`src/rtl/ysyx_24100005_lsu.sv`:
```
// rtl/ysyx_24100005_lsu.sv - single-outstanding RISC-V load/store unit with lane alignment and timeout
module ysyx_24100005_lsu #(
    parameter int XLEN    = 32,
    parameter int TIMEOUT = 255
) (
    input  logic              clk,
    input  logic              rst,
    input  logic              req_valid,
    output logic              req_ready,
    input  logic              req_we,
    input  logic [2:0]        req_funct3,
    input  logic [XLEN-1:0]   req_addr,
    input  logic [XLEN-1:0]   req_wdata,
    output logic              rsp_valid,
    output logic [XLEN-1:0]   rsp_rdata,
    output logic              rsp_err,
    output logic              mem_req,
    output logic              mem_we,
    output logic [XLEN-1:0]   mem_addr,
    output logic [XLEN-1:0]   mem_wdata,
    output logic [XLEN/8-1:0] mem_wmask,
    input  logic              mem_gnt,
    input  logic              mem_rvalid,
    input  logic [XLEN-1:0]   mem_rdata
);
    localparam int NB  = XLEN / 8;
    localparam int OFS = $clog2(NB);
    localparam int CW  = $clog2(TIMEOUT + 1);
    localparam logic [CW-1:0] TO_LAST = CW'(TIMEOUT - 1);

    typedef enum logic [1:0] {S_IDLE, S_REQ, S_WAIT, S_RESP} state_t;

    state_t          state, state_nx;
    logic            we_q, err_q;
    logic [2:0]      f3_q;
    logic [XLEN-1:0] addr_q, wdata_q, rdata_q;
    logic [CW-1:0]   cnt;

    logic            req_ok, capture, timeout_hit;
    logic [OFS-1:0]  lane;
    logic [6:0]      ext_amt;
    logic [XLEN-1:0] shifted, load_ext;
    logic [15:0]     ones;

    function automatic logic f3_legal(input logic we, input logic [2:0] f3);
        case (f3)
            3'b000, 3'b001, 3'b010: f3_legal = 1'b1;
            3'b011:                 f3_legal = (XLEN == 64);
            3'b100, 3'b101:         f3_legal = !we;
            3'b110:                 f3_legal = !we && (XLEN == 64);
            default:                f3_legal = 1'b0;
        endcase
    endfunction

    function automatic logic misaligned(input logic [1:0] size, input logic [2:0] a);
        misaligned = (size == 2'd1 && a[0]) || (size == 2'd2 && |a[1:0]) ||
                     (size == 2'd3 && |a[2:0]);
    endfunction

    assign req_ok      = f3_legal(req_we, req_funct3) && !misaligned(req_funct3[1:0], req_addr[2:0]);
    assign capture     = (state == S_REQ && mem_gnt && mem_rvalid) || (state == S_WAIT && mem_rvalid);
    assign timeout_hit = (cnt == TO_LAST);
    assign lane        = addr_q[OFS-1:0];

    // Shift the addressed field to bit 0, then push it to the top and back to extend it.
    always_comb begin
        shifted  = rdata_q >> {lane, 3'b000};
        ext_amt  = 7'(XLEN) - (7'd8 << f3_q[1:0]);
        load_ext = f3_q[2] ? ((shifted << ext_amt) >> ext_amt)
                           : XLEN'($signed(shifted << ext_amt) >>> ext_amt);
        ones     = (16'd1 << (5'd1 << f3_q[1:0])) - 16'd1;
    end

    always_ff @(posedge clk or posedge rst) begin
        if (rst) begin
            state   <= S_IDLE;
            cnt     <= '0;
            we_q    <= 1'b0;
            err_q   <= 1'b0;
            f3_q    <= '0;
            addr_q  <= '0;
            wdata_q <= '0;
            rdata_q <= '0;
        end else begin
            state <= state_nx;
            case (state)
                S_IDLE: if (req_valid) begin
                    we_q    <= req_we;
                    f3_q    <= req_funct3;
                    addr_q  <= req_addr;
                    wdata_q <= req_wdata;
                    err_q   <= !req_ok;
                    rdata_q <= '0;
                    cnt     <= '0;
                end
                S_REQ, S_WAIT: begin
                    if (capture)          rdata_q <= mem_rdata;
                    else if (timeout_hit) err_q   <= 1'b1;
                    cnt <= cnt + CW'(1);
                end
                default: ;
            endcase
        end
    end

    always_comb begin
        state_nx  = state;
        req_ready = 1'b0;
        rsp_valid = 1'b0;
        rsp_err   = 1'b0;
        rsp_rdata = '0;
        mem_req   = 1'b0;
        mem_we    = 1'b0;
        mem_wmask = '0;
        mem_addr  = {addr_q[XLEN-1:OFS], {OFS{1'b0}}};
        mem_wdata = wdata_q << {lane, 3'b000};
        case (state)
            S_IDLE: begin
                req_ready = 1'b1;
                if (req_valid) state_nx = req_ok ? S_REQ : S_RESP;
            end
            S_REQ: begin
                mem_req   = 1'b1;
                mem_we    = we_q;
                mem_wmask = we_q ? NB'(ones << lane) : '0;
                if (mem_gnt && mem_rvalid) state_nx = S_RESP;
                else if (timeout_hit)      state_nx = S_RESP;
                else if (mem_gnt)          state_nx = S_WAIT;
            end
            S_WAIT: begin
                if (mem_rvalid || timeout_hit) state_nx = S_RESP;
            end
            S_RESP: begin
                rsp_valid = 1'b1;
                rsp_err   = err_q;
                rsp_rdata = (err_q || we_q) ? '0 : load_ext;
                state_nx  = S_IDLE;
            end
            default: state_nx = S_IDLE;
        endcase
    end
endmodule
```
`config.mk`:
```
export PLATFORM = sky130hd
export DESIGN_NAME = ysyx_24100005_lsu
export DESIGN_NICKNAME = d
export VERILOG_FILES = /design/src/rtl/ysyx_24100005_lsu.sv
export SDC_FILE = /design/constraint.sdc
export NUM_CORES = 1
export LEC_CHECK = 0
export BUFFER_PORTS_ARGS = -buffer_cell sky130_fd_sc_hd__buf_4
export CAP_MARGIN = 40
export CORE_ASPECT_RATIO = 0.75
export CORE_MARGIN = 3
export CORE_UTILIZATION = 50
export DETAILED_ROUTE_END_ITERATION = 6
export PLACE_DENSITY = 0.89
export SYNTH_ARGS = -nofsm -noshare
export SYNTH_HDL_FRONTEND = slang
export SYNTH_SLANG_ARGS = --single-unit
```
`constraint.sdc`:
```
create_clock -name clk -period 8.31 [get_ports clk]
set_clock_uncertainty 0.2 [all_clocks]
set_input_delay 0.4155 -clock clk [delete_from_list [all_inputs] [get_ports clk]]
set_output_delay 0.4155 -clock clk [all_outputs]
set_load 0.01 [all_outputs]
```
---- After elaboration in Yosys (flattened, before gate mapping) ----
Cells that the tools add are included.
storage, ports and cells
  register bits ........................... 111
  input port bits ......................... 105
  output and inout bits ................... 105
cells by class
  equality and inequality tests ........... 17
  add/subtract/negate cells ............... 3
  shifts and indexed selects .............. 9
  multiplexer cells ....................... 27
  reductions and logical operators ........ 29
operators with widths
  cell                                                                  count
  32-bit two-way mux                                                    5
  32-bit one-hot mux with 2 select lines                                1
  32-bit by 5-bit left shift with 32-bit output                         1
  32-bit by 7-bit left shift with 32-bit output                         1
  32-bit by 5-bit >> shifter with 32-bit output                         1
  32-bit by 7-bit >> shifter with 32-bit output                         1
  32-bit by 7-bit >>> shifter with 32-bit output                        1
  8-bit one-hot mux with 2 select lines                                 1
  1-bit by 5-bit left shift with 16-bit output, first input constant    1
  16-bit by 2-bit left shift with 4-bit output                          1
  16-bit by 1-bit subtractor with 16-bit output, second input constant  1
  2-bit two-way mux                                                     6
  8-bit by 1-bit adder with 8-bit output, second input constant         1
  2-bit equality test, second input constant                            4
  8-bit equality test, second input constant                            1
  1-bit logical AND                                                     8
  1-bit two-way mux                                                     8
  4-bit two-way mux                                                     2
  8-bit two-way mux                                                     1
  2-bit != test, second input constant                                  4
  2-bit one-hot mux with 4 select lines                                 1
  4-bit by 2-bit left shift with 7-bit output, first input constant     1
  6-bit by 7-bit subtractor with 7-bit output, first input constant     1
  3-bit equality test, second input constant                            2
  17 further kinds                                                      30

---- Depth between registers and ports, before layout ----
Gate-level depths: netlist of run 1.
  word-level depth ........................ 9
  mapped depth ............................ 8
  gate-level depth less buffers ........... 6

---- Least setup slack after synthesis of run 1 ----
OpenSTA, ideal clock, no wires.
  kind .................................... reg2out
  start ................................... register state[0]
  end ..................................... output port rsp_rdata[16]
  data arrival time ....................... 1.886 ns
  buffers on the path ..................... 1
  setup slack ............................. 5.808 ns
  data required time ...................... 7.695 ns
  cell stages (with the launch flop) ...... 6
  path through ............................ dfrtp_1 > ha_1 > or3b_1 > or4b_1 > buf_2 > o21ai_0
between the ends
  cells in the longest elaborated chain, start to end .. 2
ends and longest elaborated chain
  element                 line  source
  from (decl)             33    state_t state, state_nx;
  from (signal assigned)  85    state <= state_nx;
  2-bit equality test     117   case (state)
  32-bit two-way mux      117
  to (decl)               15    output logic [XLEN-1:0] rsp_rdata,
Every way passes these cells.

---- Worst setup path after layout of run 1 ----
  start ................................... register state[0]
  end ..................................... output port rsp_rdata[22]
The elaborated chain is that of the path after synthesis.

==> results.toml, run 1 <==
[routing]
vias_per_cell = 5.74
drt-pass1-iter-count = 5
first_iter_violations = 402
routedWlPerCell_um = 19.0
drc = 0
drtAntennaViolNets = 0
vias = 4875
wl_mm = 16.2

[logic_synthesis]
synth.avg_cell_area_um2 = 11.1
synthCells = 531
synth_cell_types = 45
syn_area_mm2 = 0.00592
ys.warnings.count = 0
yosysSeqAreaShare = 0.469
synth-seq-cells = 111

[critical_path]
startpoint_type = "flip-flop"
crit_path_max_fanout = 11
critPathKind = "reg -> out"
rr_startpoint = "state[0]"
endpoint_kind = "primary output"
rr_worst_depth = 5
r2r_slack_ps = 5910
reg2reg_to = "wdata_q[29]"
required_ps = 7690
timing.critical_path.to = "rsp_rdata[22]"
crit_path_start = "state[0]"
arrival_ps = 2940

[cts]
insertion_delay_ps = 340
post_cts_resized = 0
h-tree-depth = 3
clock-sinks = 111
cts_tree = "done"
path_clk_slew_ps = 70
cts_buffers = 9
hold_buffers = 0
root_buffer = "clkbuf_16"
cts_setup_buffers = 0
cts.path.max_buffers = 2

[worst_hold_path]
hold_class = "in -> async"

[sta]
setup_slack_ps = 4760
whs_ps = -25.0
min_period_ps = 3550
max_freq_ghz = 0.282
tightest_slew_ps = 917
slew_headroom = 0.388
hold_violations = 17
period_share = 0.427
setup_viol = 0
slew_violations = 0
setup_tns_ps = 0
rsz0062_at_grt = "false"

[power_and_ir_drop]
p_leak_nw = 3.68
cellPowerDensity_mw_per_mm2 = 378
vdd_ir_drop_max_mv = 0.192

[global_route]
antenna_found_initial = 0
grt_pass1_vias = 5078
grt_max_degree = 71
grt_overflow = 0
grt_usage = 0.243
grt_pass1_wl_mm = 25.9

[layout]
final_nets = 799
final_cell_area_mm2 = 0.00764
layout-drive-gt1-share = 0.453
diodes = 0
fill_cells = 863
area_growth_pct = 29.0

[outcome]
run_status = "finished, violations left"
violations = "negative hold slack"

[place]
place_ws_ps = 5200
io_buffers = 207
placed_area_mm2 = 0.00737
hpwl_mm = 11.9
gp_congestion = 0.895

[die]
design.core.area_mm2 = 0.0112
rows = 33
die_w_um = 132
die_area_mm2 = 0.0132
start_util = 0.527
die_h_um = 100
num_io_pins = 210

[run]
maxCapViolCount = 0
-- critical path: stages, from the launching register on --
cell and delay [ps]:
dfrtp_1 400, ha_1 200, or3b_1 640, or4b_1 790, o21ai_0 380, buf_4 190
-- routing by layer --
layer | GRT usage | wire (µm)
met1 | 0.301 | 6440
met5 | 0 | 0
met4 | 0.0823 | 362
met2 | 0.400 | 7740
met3 | 0.0862 | 1640
-- synthesized netlist by cell type, drive strengths merged --
cell	count	share of area
nor3	7	0.0059
or4b	1	0.0017
o2bb2ai	7	0.010
dfrtp	111	0.47
mux2	69	0.13
a31o	1	0.0015
nor2b	19	0.020
xnor2	6	0.0089
nor4	3	0.0032
xor2	1	0.0015
o21a	1	0.0013
a21o	9	0.011
clkbuf	14	0.0089
o41ai	1	0.0015
conb	1	0.00063
ha	6	0.013
buf	55	0.060
inv	6	0.0038
a22o	33	0.049
nand3	2	0.0017
o21ai	23	0.019
o221a	1	0.0019
a21oi	23	0.025
and2	9	0.0095
a211oi	23	0.029
nand2b	1	0.0011
o211a	1	0.0017
mux2i	34	0.058
nand4	1	0.0011
or4	1	0.0013
or3b	1	0.0015
or2	1	0.0011
o22ai	1	0.0011
a221o	1	0.0017
a2bb2oi	1	0.0015
nor2	24	0.018
o211ai	2	0.0025
nand2	27	0.017
nand3b	3	0.0038
-- metrics by stage --
stage          std cells  power [mW]  utilization
6_report             850        2.88        0.680
5_1_grt              850        3.08        0.680
4_1_cts              850        2.89        0.680
3_5_place_dp         834        2.49        0.656
3_3_place_gp         832        2.39        0.652
2_1_floorplan        532        1.98            -
-- how the worst min path moves through the flow --
stage / cells past startpoint / end / start / slack [ps]
6_report: 2 / addr_q[8] / rst / -30
5_1_grt: 2 / addr_q[8] / rst / 10
4_1_cts: 2 / addr_q[20] / rst / 5
3_5_place_dp: 1 / rdata_q[4] / rdata_q[4] / 280
3_3_place_gp: 1 / wdata_q[30] / wdata_q[30] / 280
2_1_floorplan: 1 / rdata_q[0] / rdata_q[0] / 270
-- cells by family after synthesis --
| family | Yosys count | share of synthesized area |
|---|---|---|
| flops | 111 | 0.469 |
| buf+inv | 75 | 0.0729 |
| compound gates | 128 | 0.158 |
| other cells | 1 | 0.000634 |
| simple gates | 100 | 0.0869 |
| xor+xnor | 7 | 0.0104 |
| mux | 103 | 0.189 |
| fa+ha+maj | 6 | 0.0127 |
-- cell type report --
cell class | instances | area (µm²) | area share
clock buffer | 13 | 250 | 0.0328
clock inverter | 3 | 18.8 | 0.00246
inverter | 6 | 25.0 | 0.00328
multi-input combinational | 346 | 2720 | 0.357
sequential | 111 | 2780 | 0.364
tap | 157 | 196 | 0.0257
timing repair buffer | 214 | 1640 | 0.215
-- flip-flops by register name, indices dropped and copies added (netlist names) --
name,cells
f3_q,3
state,2
rdata_q,32
err_q,1
we_q,1
cnt,8
wdata_q,32
addr_q,32
-- layout by cell type, fill, tap and decap left out, drive strengths merged, types with 7 or more instances in the layout --
master   synthesis  routed
o21ai           23      23
a21oi           23      23
a21o             9       9
buf             55     214
a211oi          23      23
nor2            24      24
mux2i           34      34
o2bb2ai          7       7
clkbuf          14      13
nor3             7       7
nor2b           19      19
a22o            33      33
mux2            69      69
dfrtp          111     111
and2             9       9
nand2           27      27
-- power by group --
group / leakage, nW / switching, mW / internal (mW) / total (mW)
clock network: 0.134 / 0.187 / 0.212 / 0.399
registers: 1.38 / 0.232 / 0.791 / 1.02
logic: 2.17 / 0.714 / 0.747 / 1.46
No activity file was read; power rests on OpenSTA's default activity.
==> inputs of run 2 (changes only) <==
- CORE_UTILIZATION: 50 -> 46
- PLACE_DENSITY: 0.89 -> 0.87
- clock period: 8.31 -> 2.96 ns (I/O delays scaled with it)
==> run 2 against run 1 <==
  * Combinational power grew to 3.0 times the previous value
  * Via count grew 9.4%
  * Critical endpoint is now rsp_rdata[27]
  * Critical path type unchanged
  * Clock power grew to 2.9 times the previous value
  * First-iteration DRC count grew 25%
  * Worst setup slack lost 4600 ps
  * Critical path depth grew 2
  * Sequential cell count is the same
  * Sequential power grew to 2.8 times the previous value
  * Count of clock-buffer cells in the layout shrank 3
  * Core utilization grew 2.3 points
  * Sequential share of layout area shrank 4.7 points
  * The flow now finishes without violations
==> results.toml, run 2 (same netlist as run 1, synthesis figures left out) <==
[outcome]
run_status = "completed"

[sta]
max_freq_ghz = 0.358
min_period_ps = 2790
slew_violations = 0
slew_headroom = 0.483
setup_viol = 0
period_share = 0.944
setup_tns_ps = 0
tightest_slew_ps = 754
hold_violations = 0
rsz0062_at_grt = "false"

[global_route]
grt_overflow = 0
grt_pass1_vias = 5566
grt_pass1_wl_mm = 29.4
grt_usage = 0.259
antenna_found_initial = 0
grt_max_degree = 58

[cts]
path_clk_slew_ps = 70
root_buffer = "clkbuf_16"
cts_tree = "done"
h-tree-depth = 3
insertion_delay_ps = 340
cts.path.max_buffers = 2
clock-sinks = 111
cts_buffers = 9

[place]
io_buffers = 207
gp_congestion = 0.892
hpwl_mm = 12.2

[power_and_ir_drop]
p_int_mw = 4.99
pwr-share-comb = 0.518
power_frac_clock = 0.136
cellPowerDensity_mw_per_mm2 = 954
power.total_mw = 8.34
vdd_ir_drop_max_mv = 0.483
p_switching_mw = 3.36
p_leak_nw = 4.14
p_sw_frac = 0.402
pwr-share-seq = 0.346

[die]
die_w_um = 137
design.core.area_mm2 = 0.0124
die_area_mm2 = 0.0143
start_util = 0.476
rows = 35
num_io_pins = 210
die_h_um = 104

[worst_hold_path]
hold_class = "in -> reg"
whs_path_depth = 5

[routing]
drc = 0
vias_per_cell = 5.50
routedWlPerCell_um = 19.2
drt-pass1-iter-count = 5
first_iter_violations = 502
drtAntennaViolNets = 0
vias = 5334
wl_mm = 18.6

[critical_path]
endpoint_kind = "primary output"
required_ps = 2610
startpoint_type = "flip-flop"
arrival_ps = 2450
rr_worst_depth = 6
crit_path_max_fanout = 10
critPathKind = "reg -> out"

[layout]
area_growth_pct = 47.8
layout-drive-gt1-share = 0.406
diodes = 0
final_cell_mix = "buf_4, dfrtp_1, dlygate4sd3_1"
final_nets = 909
top_regs = "addr_q: 32 flops, rdata_q: 32 flops, wdata_q: 32 flops"
final_common_cell = "buf_4"

[run]
maxCapViolCount = 0
==> run 2: changes by cell type in the layout (fill, tap and decap cells not counted), sizes merged <==
| cell | before | now |
|---|---|---|
| buf | 214 | 222 |
| dlygate4sd3 | 0 | 102 |
| clkinv | 3 | 2 |
| inv | 6 | 7 |
| clkinvlp | 0 | 3 |
| clkbuf | 13 | 10 |
==> run 2: layout make-up <==
type	instances	area (µm²)
clock buffer	10	229
clock inverter	6	45.0
fill	846	3690
inverter	6	26.3
multi-input combinational	346	2730
sequential	111	2780
tap	166	208
timing repair buffer	324	2730
==> run 2: layer usage <==
layer,wire length [µm],up-vias,track usage
met5,0,-,0
met4,482,0,0.0819
met3,1600,47,0.0638
met2,8670,274,0.415
met1,7820,2601,0.345
li1,-,2412,-
==> run 2: stage by stage <==
stage          setup slack [ps]  utilization  cell area (µm²)  instances  hold slack (ps)
2_1_floorplan               726            -             5930        532             80.7
3_3_place_gp                503        0.596             7410        849              141
3_5_place_dp                419        0.596             7410        849              149
4_1_cts                    36.4        0.700             8710        967             51.4
5_1_grt                    28.0        0.703             8750        969             60.6
6_report                    166        0.703             8750        969             62.7
==> run 2: what timing repair did <==
item                       in CTS  in global routing
hold buffers                  102                  0
resized for setup               0                  3
hold endpoints to repair      137                  0
setup endpoints to repair       0                 19
buffers inserted                0                  1
==> run 2: worst paths after layout <==
check                                 to  slack (ps)  startpoint
setup / recovery           rsp_rdata[27]         170    state[0]
hold / removal                  state[0]          60  mem_rvalid
setup reg to reg                  cnt[5]         610    state[0]
hold reg to reg               rdata_q[4]         300  rdata_q[4]
max in group asynchronous     wdata_q[2]        1740         rst
min in group asynchronous      addr_q[8]          70         rst
==> run 2: power groups by stage <==
stage | Clock [mW] | Combinational, mW | Sequential, mW
after floorplan | 0 | 3.00 | 2.57
after global placement | 0 | 4.01 | 2.80
after detailed placement | 0 | 4.13 | 2.86
after CTS | 1.16 | 4.26 | 2.84
after global routing | 1.22 | 4.65 | 2.96
final | 1.14 | 4.32 | 2.89
==> run 2: worst max-delay path: stages (launching register included) <==
cell,delay (ps)
dfrtp_1,410
ha_1,200
or3b_1,390
buf_4,220
nor3_1,240
o211a_1,390
a21o_1,140
buf_4,120
